### src/rtl/pcie_dma_pkg.sv
// Shared definitions for the DMA TLP path: header field positions, MWr fmt/type codes,
// receive FSM encoding and the per-DW big-to-little endian byte swap.
package pcie_dma_pkg;

  localparam logic [7:0] MWR32 = 8'h40;
  localparam logic [7:0] MWR64 = 8'h60;

  typedef enum logic [1:0] {
    ST_IDLE = 2'd0,
    ST_DATA = 2'd1,
    ST_DROP = 2'd2
  } mwr_rx_state_e;

  localparam int HDR_LEN_LSB  = 0;
  localparam int HDR_LEN_MSB  = 9;
  localparam int HDR_TYPE_LSB = 24;
  localparam int HDR_FMT_MSB  = 31;
  localparam int HDR_FBE_LSB  = 32;
  localparam int HDR_LBE_LSB  = 36;
  localparam int HDR_TAG_LSB  = 40;
  localparam int HDR_RID_LSB  = 48;
  localparam int HDR_A3_LSB   = 66;   // addr[31:2] of a 3DW header
  localparam int HDR_A4_LSB   = 98;   // addr[31:2] of a 4DW header

  function automatic logic [127:0] endian_convert(input logic [127:0] d);
    logic [127:0] r;
    r = '0;
    for (int i = 0; i < 16; i++) begin
      r[8*i +: 8] = d[8*((i & ~3) + 3 - (i & 3)) +: 8];
    end
    return r;
  endfunction

endpackage

### src/rtl/pcie_mwr_be_gen.sv
// Byte-enable generator for one 128-bit payload beat: first_be on the first DW, last_be on
// the last DW, zero past the end of the payload, all ones elsewhere.
module pcie_mwr_be_gen (
  input  logic [3:0]  first_be,
  input  logic [3:0]  last_be,
  input  logic [1:0]  len_lo,
  input  logic        first_beat,
  input  logic        last_beat,
  output logic [15:0] be
);

  logic [1:0] last_dw;
  logic       single_dw;

  // len[1:0]==0 means the final beat is full, so the last DW sits in lane 3
  assign last_dw   = len_lo - 2'd1;
  assign single_dw = first_beat && last_beat && (len_lo == 2'd1);

  genvar gi;
  generate
    for (gi = 0; gi < 4; gi++) begin : g_dw
      localparam logic [1:0] DW_IDX = 2'(gi);
      logic [3:0] dw_be;
      assign dw_be = (last_beat && (DW_IDX > last_dw))                  ? 4'h0 :
                     (last_beat && (DW_IDX == last_dw) && !single_dw)   ? last_be :
                     (first_beat && (gi == 0))                          ? first_be :
                                                                          4'hf;
      assign be[4*gi +: 4] = dw_be;
    end
  endgenerate

endmodule

### src/rtl/pcie_dma_mwr_rx_ctrl.sv
// Receive side of the DMA MWr path: parses 3DW/4DW MWr headers and writes byte-swapped payload
// to the DMA RAM. Define PCIE_MWR_RX_STAT_EN for saturating good/drop counters with i_stat_clr.
module pcie_dma_mwr_rx_ctrl
  import pcie_dma_pkg::*;
#(
  parameter int RAM_AW  = 12,
  parameter int BAR_NUM = 0
) (
  input  logic              clk,
  input  logic              rst_n,
  input  logic              i_axis_master_tvld,
  output logic              o_axis_master_trdy,
  input  logic [127:0]      i_axis_master_tdata,
  input  logic              i_axis_master_tlast,
  input  logic [7:0]        i_axis_master_tuser,
  input  logic              i_ram_rdy,
  output logic              o_wr_en,
  output logic [RAM_AW-1:0] o_wr_addr,
  output logic [127:0]      o_wr_data,
  output logic [15:0]       o_wr_be,
  output logic              o_mwr_rx_busy,
  output logic              o_mwr_done,
  output logic              o_len_err,
  output logic              o_align_err,
  output logic [7:0]        o_rx_tag,
`ifdef PCIE_MWR_RX_STAT_EN
  input  logic              i_stat_clr,
  output logic [15:0]       o_rx_tlp_cnt,
  output logic [15:0]       o_rx_drop_cnt,
`endif
  output logic [15:0]       o_rx_req_id
);

  mwr_rx_state_e     state_reg, state_next;
  logic [RAM_AW-1:0] addr_reg, addr_next;
  logic [8:0]        beats_reg, beats_next;
  logic [3:0]        fbe_reg, fbe_next, lbe_reg, lbe_next;
  logic [1:0]        len_lo_reg, len_lo_next;
  logic              first_reg, first_next;

  logic              wr_en_reg, wr_en_next;
  logic [RAM_AW-1:0] wr_addr_reg, wr_addr_next;
  logic [127:0]      wr_data_reg, wr_data_next;
  logic [15:0]       wr_be_reg, wr_be_next;
  logic              done_reg, done_next;
  logic              len_err_reg, len_err_next;
  logic              align_err_reg, align_err_next;
  logic              drop_reg, drop_next;
  logic [7:0]        tag_reg, tag_next;
  logic [15:0]       rid_reg, rid_next;

  logic [7:0]        hdr_ft;
  logic [9:0]        hdr_len;
  logic [10:0]       hdr_len_ext, hdr_beats_sum;
  logic [8:0]        hdr_beats;
  logic [31:0]       hdr_addr;
  logic              hdr_is_mwr, hdr_is_4dw, bar_hit, last_beat, beat_acc;
  logic [15:0]       beat_be;

  assign hdr_ft        = i_axis_master_tdata[HDR_FMT_MSB:HDR_TYPE_LSB];
  assign hdr_len       = i_axis_master_tdata[HDR_LEN_MSB:HDR_LEN_LSB];
  assign hdr_is_mwr    = (hdr_ft & 8'h5f) == (MWR32 & 8'h5f);
  assign hdr_is_4dw    = (hdr_ft & MWR64) == MWR64;
  assign hdr_addr      = hdr_is_4dw ? {i_axis_master_tdata[HDR_A4_LSB +: 30], 2'b00}
                                    : {i_axis_master_tdata[HDR_A3_LSB +: 30], 2'b00};
  assign hdr_len_ext   = (hdr_len == 10'd0) ? 11'd1024 : {1'b0, hdr_len};
  assign hdr_beats_sum = hdr_len_ext + 11'd3;
  assign hdr_beats     = hdr_beats_sum[10:2];
  assign bar_hit       = i_axis_master_tuser[BAR_NUM+1];
  assign last_beat     = (beats_reg == 9'd1);

  logic unused_ok;
  assign unused_ok = ^{i_axis_master_tuser, hdr_addr, hdr_beats_sum[1:0]};

  pcie_mwr_be_gen u_be_gen (
    .first_be   (fbe_reg),
    .last_be    (lbe_reg),
    .len_lo     (len_lo_reg),
    .first_beat (first_reg),
    .last_beat  (last_beat),
    .be         (beat_be)
  );

  always_comb begin
    state_next         = state_reg;
    addr_next          = addr_reg;
    beats_next         = beats_reg;
    fbe_next           = fbe_reg;
    lbe_next           = lbe_reg;
    len_lo_next        = len_lo_reg;
    first_next         = first_reg;
    wr_en_next         = 1'b0;
    wr_addr_next       = wr_addr_reg;
    wr_data_next       = wr_data_reg;
    wr_be_next         = wr_be_reg;
    done_next          = 1'b0;
    len_err_next       = 1'b0;
    align_err_next     = 1'b0;
    drop_next          = 1'b0;
    tag_next           = tag_reg;
    rid_next           = rid_reg;
    o_axis_master_trdy = 1'b0;
    beat_acc           = 1'b0;

    case (state_reg)
      ST_IDLE: begin
        o_axis_master_trdy = 1'b1;
        if (i_axis_master_tvld) begin
          if (hdr_is_mwr && bar_hit) begin
            if (hdr_addr[3:2] != 2'b00) begin
              align_err_next = 1'b1;
              state_next     = i_axis_master_tlast ? ST_IDLE : ST_DROP;
            end else if (i_axis_master_tlast) begin
              len_err_next = 1'b1;
            end else begin
              addr_next   = hdr_addr[RAM_AW+3:4];
              beats_next  = hdr_beats;
              fbe_next    = i_axis_master_tdata[HDR_FBE_LSB +: 4];
              lbe_next    = i_axis_master_tdata[HDR_LBE_LSB +: 4];
              len_lo_next = hdr_len[1:0];
              first_next  = 1'b1;
              tag_next    = i_axis_master_tdata[HDR_TAG_LSB +: 8];
              rid_next    = i_axis_master_tdata[HDR_RID_LSB +: 16];
              state_next  = ST_DATA;
            end
          end else begin
            drop_next  = 1'b1;
            state_next = i_axis_master_tlast ? ST_IDLE : ST_DROP;
          end
        end
      end

      ST_DATA: begin
        o_axis_master_trdy = i_ram_rdy;
        beat_acc           = i_axis_master_tvld && i_ram_rdy;
        if (beat_acc) begin
          wr_en_next   = 1'b1;
          wr_addr_next = addr_reg;
          wr_data_next = endian_convert(i_axis_master_tdata);
          wr_be_next   = beat_be;
          addr_next    = addr_reg + {{(RAM_AW-1){1'b0}}, 1'b1};
          beats_next   = beats_reg - 9'd1;
          first_next   = 1'b0;
          if (last_beat) begin
            done_next    = i_axis_master_tlast;
            len_err_next = !i_axis_master_tlast;
            state_next   = i_axis_master_tlast ? ST_IDLE : ST_DROP;
          end else if (i_axis_master_tlast) begin
            len_err_next = 1'b1;
            state_next   = ST_IDLE;
          end
        end
      end

      ST_DROP: begin
        o_axis_master_trdy = 1'b1;
        if (i_axis_master_tvld && i_axis_master_tlast) begin
          state_next = ST_IDLE;
        end
      end

      default: state_next = ST_IDLE;
    endcase
  end

  always_ff @(posedge clk or negedge rst_n) begin
    if (!rst_n) begin
      state_reg     <= ST_IDLE;
      addr_reg      <= '0;
      beats_reg     <= '0;
      fbe_reg       <= '0;
      lbe_reg       <= '0;
      len_lo_reg    <= '0;
      first_reg     <= 1'b0;
      wr_en_reg     <= 1'b0;
      wr_addr_reg   <= '0;
      wr_data_reg   <= '0;
      wr_be_reg     <= '0;
      done_reg      <= 1'b0;
      len_err_reg   <= 1'b0;
      align_err_reg <= 1'b0;
      drop_reg      <= 1'b0;
      tag_reg       <= '0;
      rid_reg       <= '0;
    end else begin
      state_reg     <= state_next;
      addr_reg      <= addr_next;
      beats_reg     <= beats_next;
      fbe_reg       <= fbe_next;
      lbe_reg       <= lbe_next;
      len_lo_reg    <= len_lo_next;
      first_reg     <= first_next;
      wr_en_reg     <= wr_en_next;
      wr_addr_reg   <= wr_addr_next;
      wr_data_reg   <= wr_data_next;
      wr_be_reg     <= wr_be_next;
      done_reg      <= done_next;
      len_err_reg   <= len_err_next;
      align_err_reg <= align_err_next;
      drop_reg      <= drop_next;
      tag_reg       <= tag_next;
      rid_reg       <= rid_next;
    end
  end

  assign o_wr_en       = wr_en_reg;
  assign o_wr_addr     = wr_addr_reg;
  assign o_wr_data     = wr_data_reg;
  assign o_wr_be       = wr_be_reg;
  assign o_mwr_done    = done_reg;
  assign o_len_err     = len_err_reg;
  assign o_align_err   = align_err_reg;
  assign o_rx_tag      = tag_reg;
  assign o_rx_req_id   = rid_reg;
  assign o_mwr_rx_busy = (state_reg != ST_IDLE);

`ifdef PCIE_MWR_RX_STAT_EN
  logic [15:0] tlp_cnt_reg, drop_cnt_reg;
  logic        drop_evt;

  // an aligned/length error already implies the TLP was dropped, so it counts once
  assign drop_evt = drop_reg | len_err_reg | align_err_reg;

  always_ff @(posedge clk or negedge rst_n) begin
    if (!rst_n) begin
      tlp_cnt_reg  <= '0;
      drop_cnt_reg <= '0;
    end else if (i_stat_clr) begin
      tlp_cnt_reg  <= '0;
      drop_cnt_reg <= '0;
    end else begin
      if (done_reg && (tlp_cnt_reg != 16'hffff)) tlp_cnt_reg <= tlp_cnt_reg + 16'd1;
      if (drop_evt && (drop_cnt_reg != 16'hffff)) drop_cnt_reg <= drop_cnt_reg + 16'd1;
    end
  end

  assign o_rx_tlp_cnt  = tlp_cnt_reg;
  assign o_rx_drop_cnt = drop_cnt_reg;
`else
  logic unused_drop;
  assign unused_drop = drop_reg;
`endif

endmodule
### config.mk
export PLATFORM = sky130hd
export DESIGN_NAME = pcie_dma_mwr_rx_ctrl
export DESIGN_NICKNAME = d
export VERILOG_FILES = /design/src/rtl/pcie_dma_pkg.sv /design/src/rtl/pcie_mwr_be_gen.sv /design/src/rtl/pcie_dma_mwr_rx_ctrl.sv
export SDC_FILE = /design/constraint.sdc
export NUM_CORES = 1
export LEC_CHECK = 0
export ABC_AREA = 0
export CAP_MARGIN = 15
export CORE_MARGIN = 2
export CORE_UTILIZATION = 45
export CTS_CLUSTER_SIZE = 30
export DETAILED_ROUTE_END_ITERATION = 10
export PLACE_DENSITY_LB_ADDON = 0.08
export SLEW_MARGIN = 20
export SYNTH_ARGS = -nofsm -noshare
export SYNTH_HDL_FRONTEND = slang
export SYNTH_SLANG_ARGS = --single-unit
### constraint.sdc
create_clock -name clk -period 4.6 [get_ports clk]
set_input_delay 0.46 -clock clk [delete_from_list [all_inputs] [get_ports clk]]
set_output_delay 0.46 -clock clk [all_outputs]
set_load 0.005 [all_outputs]
==> metrics.csv <==
metric,value,unit
post-route cell area,13400,sq um
final wirelength,25400,um
VDD IR max,246,uV
ant diodes,0,
Setup Skew,0.0231,ns
WP data required,5.04,ns
vias in the first global route,7839,
Buffers on Ports,319,
setup TNS,0,ns
Hold Worst Slack,0.00661,ns
Synth Instances,986,
Tcrit/Tclk final,0.592,
CTS resizes,0,
worst relative slew slack,0.350,
Synth Flop Type,dfrtp_1,
"EDFF count, synth",0,
clk sink count,218,
TritonCTS buffer count,23,
Die Span Y,147,um
dominant cell type by area after synthesis,dfrtp_1,
Final min period,2.72,ns
Initial DRC Count,382,
Antenna Violating Nets Remaining,0,
DR vias/cell,4.97,
proportion of netlist area held by the largest area contributor,0.595,
share of cells above drive strength 1,0.0684,
hold crit path type,in -> async,
Multi-input gate area,3440,sq um
NumNets Final,1437,
Total GRT Usage,0.234,
Critical Path AT,3.16,ns
Final HPWL DP,17500,um
die area,21500,sq um
Ys Warns,0,
Crit Path Class,reg -> reg,
Max Cap Viol,0,
CORE AREA,20100,sq um
postcts setup bufs,0,
TritonCTS clock tree,built,
status,"complete, no violations",
clock-pin slew on the worst setup and hold paths,0.06,ns
hold buffers post-CTS,0,
number of fill cells,1658,
largest net degree at the start of global routing,125,
P_leak,0.00655,uW
antenna violations before repair,0,
fin cells,1571,
Worst Path Max Fanout,10,
Mapped Nets,1137,
final worst setup slack,1.88,ns
CP endpoint kind,flip-flop,
Via Count,7803,
final setup violation count,0,
Placed Instance Area,12600,sq um
CTS Root Cell,clkbuf_16,
initial core utilization,0.456,
clk_lat worst skew,0.52,ns
Area contributors post-synth,"dfrtp_1 60%, nand2_1 18%, mux2_2 4.4%",
Top-Level Pins,327,
H-Tree Depth,1,
Synth async-reset ratio,1.00,
pre-CTS setup slack,1.46,ns
critical path startpoint category,flip-flop,
first-pass GRT wire length,40900,um
Die X,147,um
Fin. Hold Viols,0,
Max Clock Freq,0.367,GHz
routed length per instance,16.1,um
RSZ-0062 raised after global routing,no,
area delta synth->final,46.0,%
Placer Congestion,0.833,
slew of the pin with the lowest slew margin,0.974,ns
drt pass-1 iters,5,
Post-Syn Area per Cell,9.29,sq um
depth of the most critical reg-to-reg path,8,
DRC errors left,0,
clk buf depth,3,
gr ovfl total,0,
Final Slew Violations,0,
row cnt,52,
Register Area,5460,sq um
Synth Register Bits,218,
Synth cell types,50,
post-synthesis sequential area ratio,0.595,
Largest register FFs,128,
placed instance count,1531,
cell area after synthesis,9160,sq um
PD cells,312,nW/um^2
==> report_power, final <==
group / internal (uW) / total, uW / switching (uW) / leakage, uW
Clock: 1220 / 1960 / 747 / 0.000388
Combinational: 150 / 262 / 112 / 0.00314
Sequential: 1930 / 1950 / 12.7 / 0.00302
Total: 3300 / 4170 / 871 / 0.00655
==> final timing paths <==
check	from	to	slack, ns
setup / recovery	beats_reg[2]$_DFFE_PN0P_	state_reg[1]$_DFFE_PN0P_	1.88
hold / removal	rst_n	o_wr_data[97]$_DFFE_PN0P_	0.007
setup reg to reg	beats_reg[2]$_DFFE_PN0P_	state_reg[1]$_DFFE_PN0P_	1.88
hold reg to reg	o_wr_data[99]$_DFFE_PN0P_	o_wr_data[99]$_DFFE_PN0P_	0.47
max in group asynchronous	rst_n	o_wr_data[107]$_DFFE_PN0P_	3.46
min in group clk	i_axis_master_tdata[17]	o_wr_data[9]$_DFFE_PN0P_	0.47
==> kinds of logic (layout without fill, tap and decap cells) <==
logic type | after synthesis | count (layout) | share of synthesized area
buf+inv | 72 | 387 | 0.0307
xor+xnor | 8 | 8 | 0.00765
compound gates | 109 | 109 | 0.0720
simple gates | 527 | 527 | 0.230
mux | 42 | 42 | 0.0508
flops | 218 | 218 | 0.595
fa+ha+maj | 10 | 10 | 0.0137
==> placed cells by master (no fill, tap or decap), types with 11 or more instances in the layout <==
| master | Yosys | final |
|---|---|---|
| a21oi_1 | 33 | 33 |
| clkbuf_16 | 0 | 23 |
| clkdlybuf4s50_1 | 0 | 318 |
| dfrtp_1 | 218 | 218 |
| inv_1 | 18 | 17 |
| mux2_2 | 36 | 36 |
| nand2_1 | 449 | 449 |
| nand3_1 | 23 | 22 |
| nor2_1 | 19 | 19 |
| nor3_1 | 11 | 11 |
| o21ai_0 | 36 | 36 |
==> routing by layer <==
metal  vias to the layer above  global-route usage  wire (um)
met5                         -                   0          0
met4                         0              0.0617        544
met3                        38              0.0882       2690
met2                       285               0.382      11800
met1                      3676               0.295      10400
li1                       3804                   -          -
==> cells in the mapped netlist, drive strengths merged, types with 4 or more instances <==
| master | number |
|---|---|
| nor2 | 19 |
| o21ai | 38 |
| nand2 | 449 |
| a21oi | 33 |
| o22a | 7 |
| ha | 10 |
| clkbuf | 48 |
| and2 | 5 |
| o22ai | 5 |
| nor3 | 11 |
| dfrtp | 218 |
| mux2 | 36 |
| buf | 5 |
| o31ai | 6 |
| mux2i | 6 |
| o32ai | 4 |
| xnor2 | 6 |
| inv | 19 |
| nand3 | 23 |
==> worst max-delay path, stage by stage, from the launching register on <==
cell and delay (ns):
dfrtp_1 0.42, nor3_1 0.45, nand2_1 0.15, nor3b_1 0.77, inv_2 0.25, ha_1 0.28, o21ai_0 0.15, nand2_1 0.07
o21ai_0 0.13
==> through the flow <==
stage / power, uW / util
final: 4170 / 0.666
after global routing: 4320 / 0.666
after CTS: 4220 / 0.666
after detailed placement: 2250 / 0.626
after global placement: 2240 / 0.626
after floorplan: 2040 / -
==> cell type report <==
cell class              count  share of cell area
clock buffers              29              0.0454
clock inverters            11              0.0139
inverters                  19             0.00552
multi-input cells         696               0.257
flip-flops and latches    218               0.408
well taps                 270              0.0252
repair buffers            328               0.245
Power figures use the tool's default switching activity.
==> edit (same settings) <==
The option `PCIE_MWR_RX_STAT_EN` is turned on by a define.
--- a/src/rtl/pcie_dma_mwr_rx_ctrl.sv
+++ b/src/rtl/pcie_dma_mwr_rx_ctrl.sv
@@ -1,5 +1,7 @@
 // Receive side of the DMA MWr path: parses 3DW/4DW MWr headers and writes byte-swapped payload
 // to the DMA RAM. Define PCIE_MWR_RX_STAT_EN for saturating good/drop counters with i_stat_clr.
+`define PCIE_MWR_RX_STAT_EN
+
 module pcie_dma_mwr_rx_ctrl
   import pcie_dma_pkg::*;
 #(
Interface: changed (added i_stat_clr, o_rx_drop_cnt and o_rx_tlp_cnt); port bits go from 327 to 360. The function was not compared with the original's and may differ.
==> edit against the unedited design <==
  * The run now ends with negative hold slack left
  * Cell area increased by 17%
  * Wire length increased by 21%
  * Setup slack improved by 0.12 ns
  * Sequential share of layout area decreased by 0.64 points
  * Synthesized area increased by 20%
  * Global-route usage increased by 0.34 points
  * First-iteration DRC count increased by 43%
  * Sequential cell count increased by 33
  * Synthesized cell count increased by 19%
Power is not compared: it rests on default switching activity, and its combinational part moved more than twofold at a synthesized area within 25%.
==> edit: results (changes against the unedited design) <==
[placed_design]
gp_congestion = 0.858  ; was 0.833
dp_worst_setup_slack_ns = 1.47  ; was 1.46 ns
port_buffers = 352  ; was 319
dp_hpwl_mm = 21.2  ; was 17.5 mm

[critical_path]
setup.worst_path.end = beats_reg[5]$_DFFE_PN0P_  ; was state_reg[1]$_DFFE_PN0P_
critPathArrivalTime_ns = 3.02  ; was 3.16 ns
cp-startpoint = i_axis_master_tdata[30]  ; was beats_reg[2]$_DFFE_PN0P_
cp_slowest_cell = or2_1  ; was nor3b_1
reg2reg_slack_ns = 2.15  ; was 1.88 ns
r2r_end = state_reg[0]$_DFFE_PN0P_  ; was state_reg[1]$_DFFE_PN0P_
r2r-start = beats_reg[5]$_DFFE_PN0P_  ; was beats_reg[2]$_DFFE_PN0P_
crit_path_max_fanout = 28  ; was 10
r2r_cells = 7  ; was 8

[final_layout]
nets = 1661  ; was 1437
fill_cells = 1973  ; was 1658
drive_gt1_share_pct = 4.74  ; was 6.84%
largest_reg_flops = 128  ; unchanged

[logic_synthesis]
yosys.cell_types.count = 70  ; was 50
ys_seq_area_share_pct = 56.9  ; was 59.5%
async_flop_share_pct = 100  ; unchanged
synth_nets = 1331  ; was 1137
synth.avg_cell_area_um2 = 9.37  ; was 9.29 um2
ys_top_cells_by_area = dfrtp_1, nand2_1, mux2_1, nor2_1, o21ai_0  ; was dfrtp_1, nand2_1, mux2_2, o21ai_0, clkbuf_1

[route]
wl_met2_mm = 14.0  ; was 11.8 mm
routed_via_density = 5.09  ; was 4.97
wl_per_cell_um = 16.7  ; was 16.1 um
wl_met1_mm = 13.8  ; was 10.4 mm
drt_iter0_drc = 546  ; was 382
wl_met3_mm = 2.37  ; was 2.69 mm
vias = 9379  ; was 7803

[timing]
finalClockSkew_ns = 0.0174  ; was 0.0231 ns
worst_pin_slew_ns = 1.01  ; was 0.974 ns
hold_viol_final = 16  ; was 0
hold_slack_ns = -0.0238  ; was 0.00661 ns
max_freq_mhz = 384  ; was 367 MHz

[global_route]
met3_usage_pct = 6.92  ; was 8.82%
grtUsageTotal_pct = 23.7  ; was 23.4%
grtUsageMet2_pct = 37.7  ; was 38.2%
first_global_vias = 9270  ; was 7839
antenna_found_initial = 1  ; was 0
use_met1_pct = 32.4  ; was 29.5%
grt_max_degree = 111  ; was 125
grt_pass1_wl_mm = 49.9  ; was 40.9 mm

[cts]
cts_inserted_buffers = 28  ; was 23

[outcome]
status = finished, violations left  ; was completed
violations = negative hold slack

## edit: cell types whose count changed in the layout (fill, tap and decap cells not counted), moves of 22 or more
| cell | before | now |
|---|---|---|
| clkdlybuf4s50_1 | 318 | 350 |
| dfrtp_1 | 218 | 251 |
| mux2_1 | 0 | 28 |
| mux2_2 | 36 | 3 |
| nand2_1 | 449 | 471 |
| nor2_1 | 19 | 57 |
## edit: report_power, final
part | total, W | leakage (nW) | internal [W] | switching, W
Sequential | 0.00247 | 3.41 | 0.00233 | 0.000135
Combinational | 0.000554 | 3.56 | 0.000297 | 0.000257
Clock | 0.00210 | 0.420 | 0.00124 | 0.000858
## edit: cell type report
| type | instances | area (um2) | area share [%] |
|---|---|---|---|
| antenna | 1 | 2.50 | 0.0160 |
| clock buffer | 40 | 837 | 5.35 |
| clock inverter | 2 | 10.0 | 0.0639 |
| inverter | 20 | 80.1 | 0.512 |
| multi-input combinational | 845 | 4420 | 28.2 |
| sequential | 251 | 6280 | 40.1 |
| tap | 324 | 405 | 2.59 |
| timing repair buffer | 361 | 3620 | 23.1 |
## edit: cell families after synthesis
| family | Yosys count | synth area share, % |
|---|---|---|
| and+or+nand+nor | 619 | 23.4 |
| xor gates and xnor gates | 30 | 2.38 |
| buffers and inverters | 81 | 3.20 |
| adders and majority gates | 12 | 1.36 |
| DFF | 251 | 56.9 |
| AOI/OAI and AO/OA | 144 | 8.67 |
| muxes | 40 | 4.03 |
## edit: per-stage QoR
step	hold WS, ns	instance area, um2	power [W]
6_report	-0.0238	15700	0.00512
2_1_floorplan	0.164	11000	0.00272
5_1_grt	0.0462	15700	0.00535
3_5_place_dp	0.455	14800	0.00306
3_3_place_gp	0.450	14800	0.00305
4_1_cts	0.00715	15700	0.00518
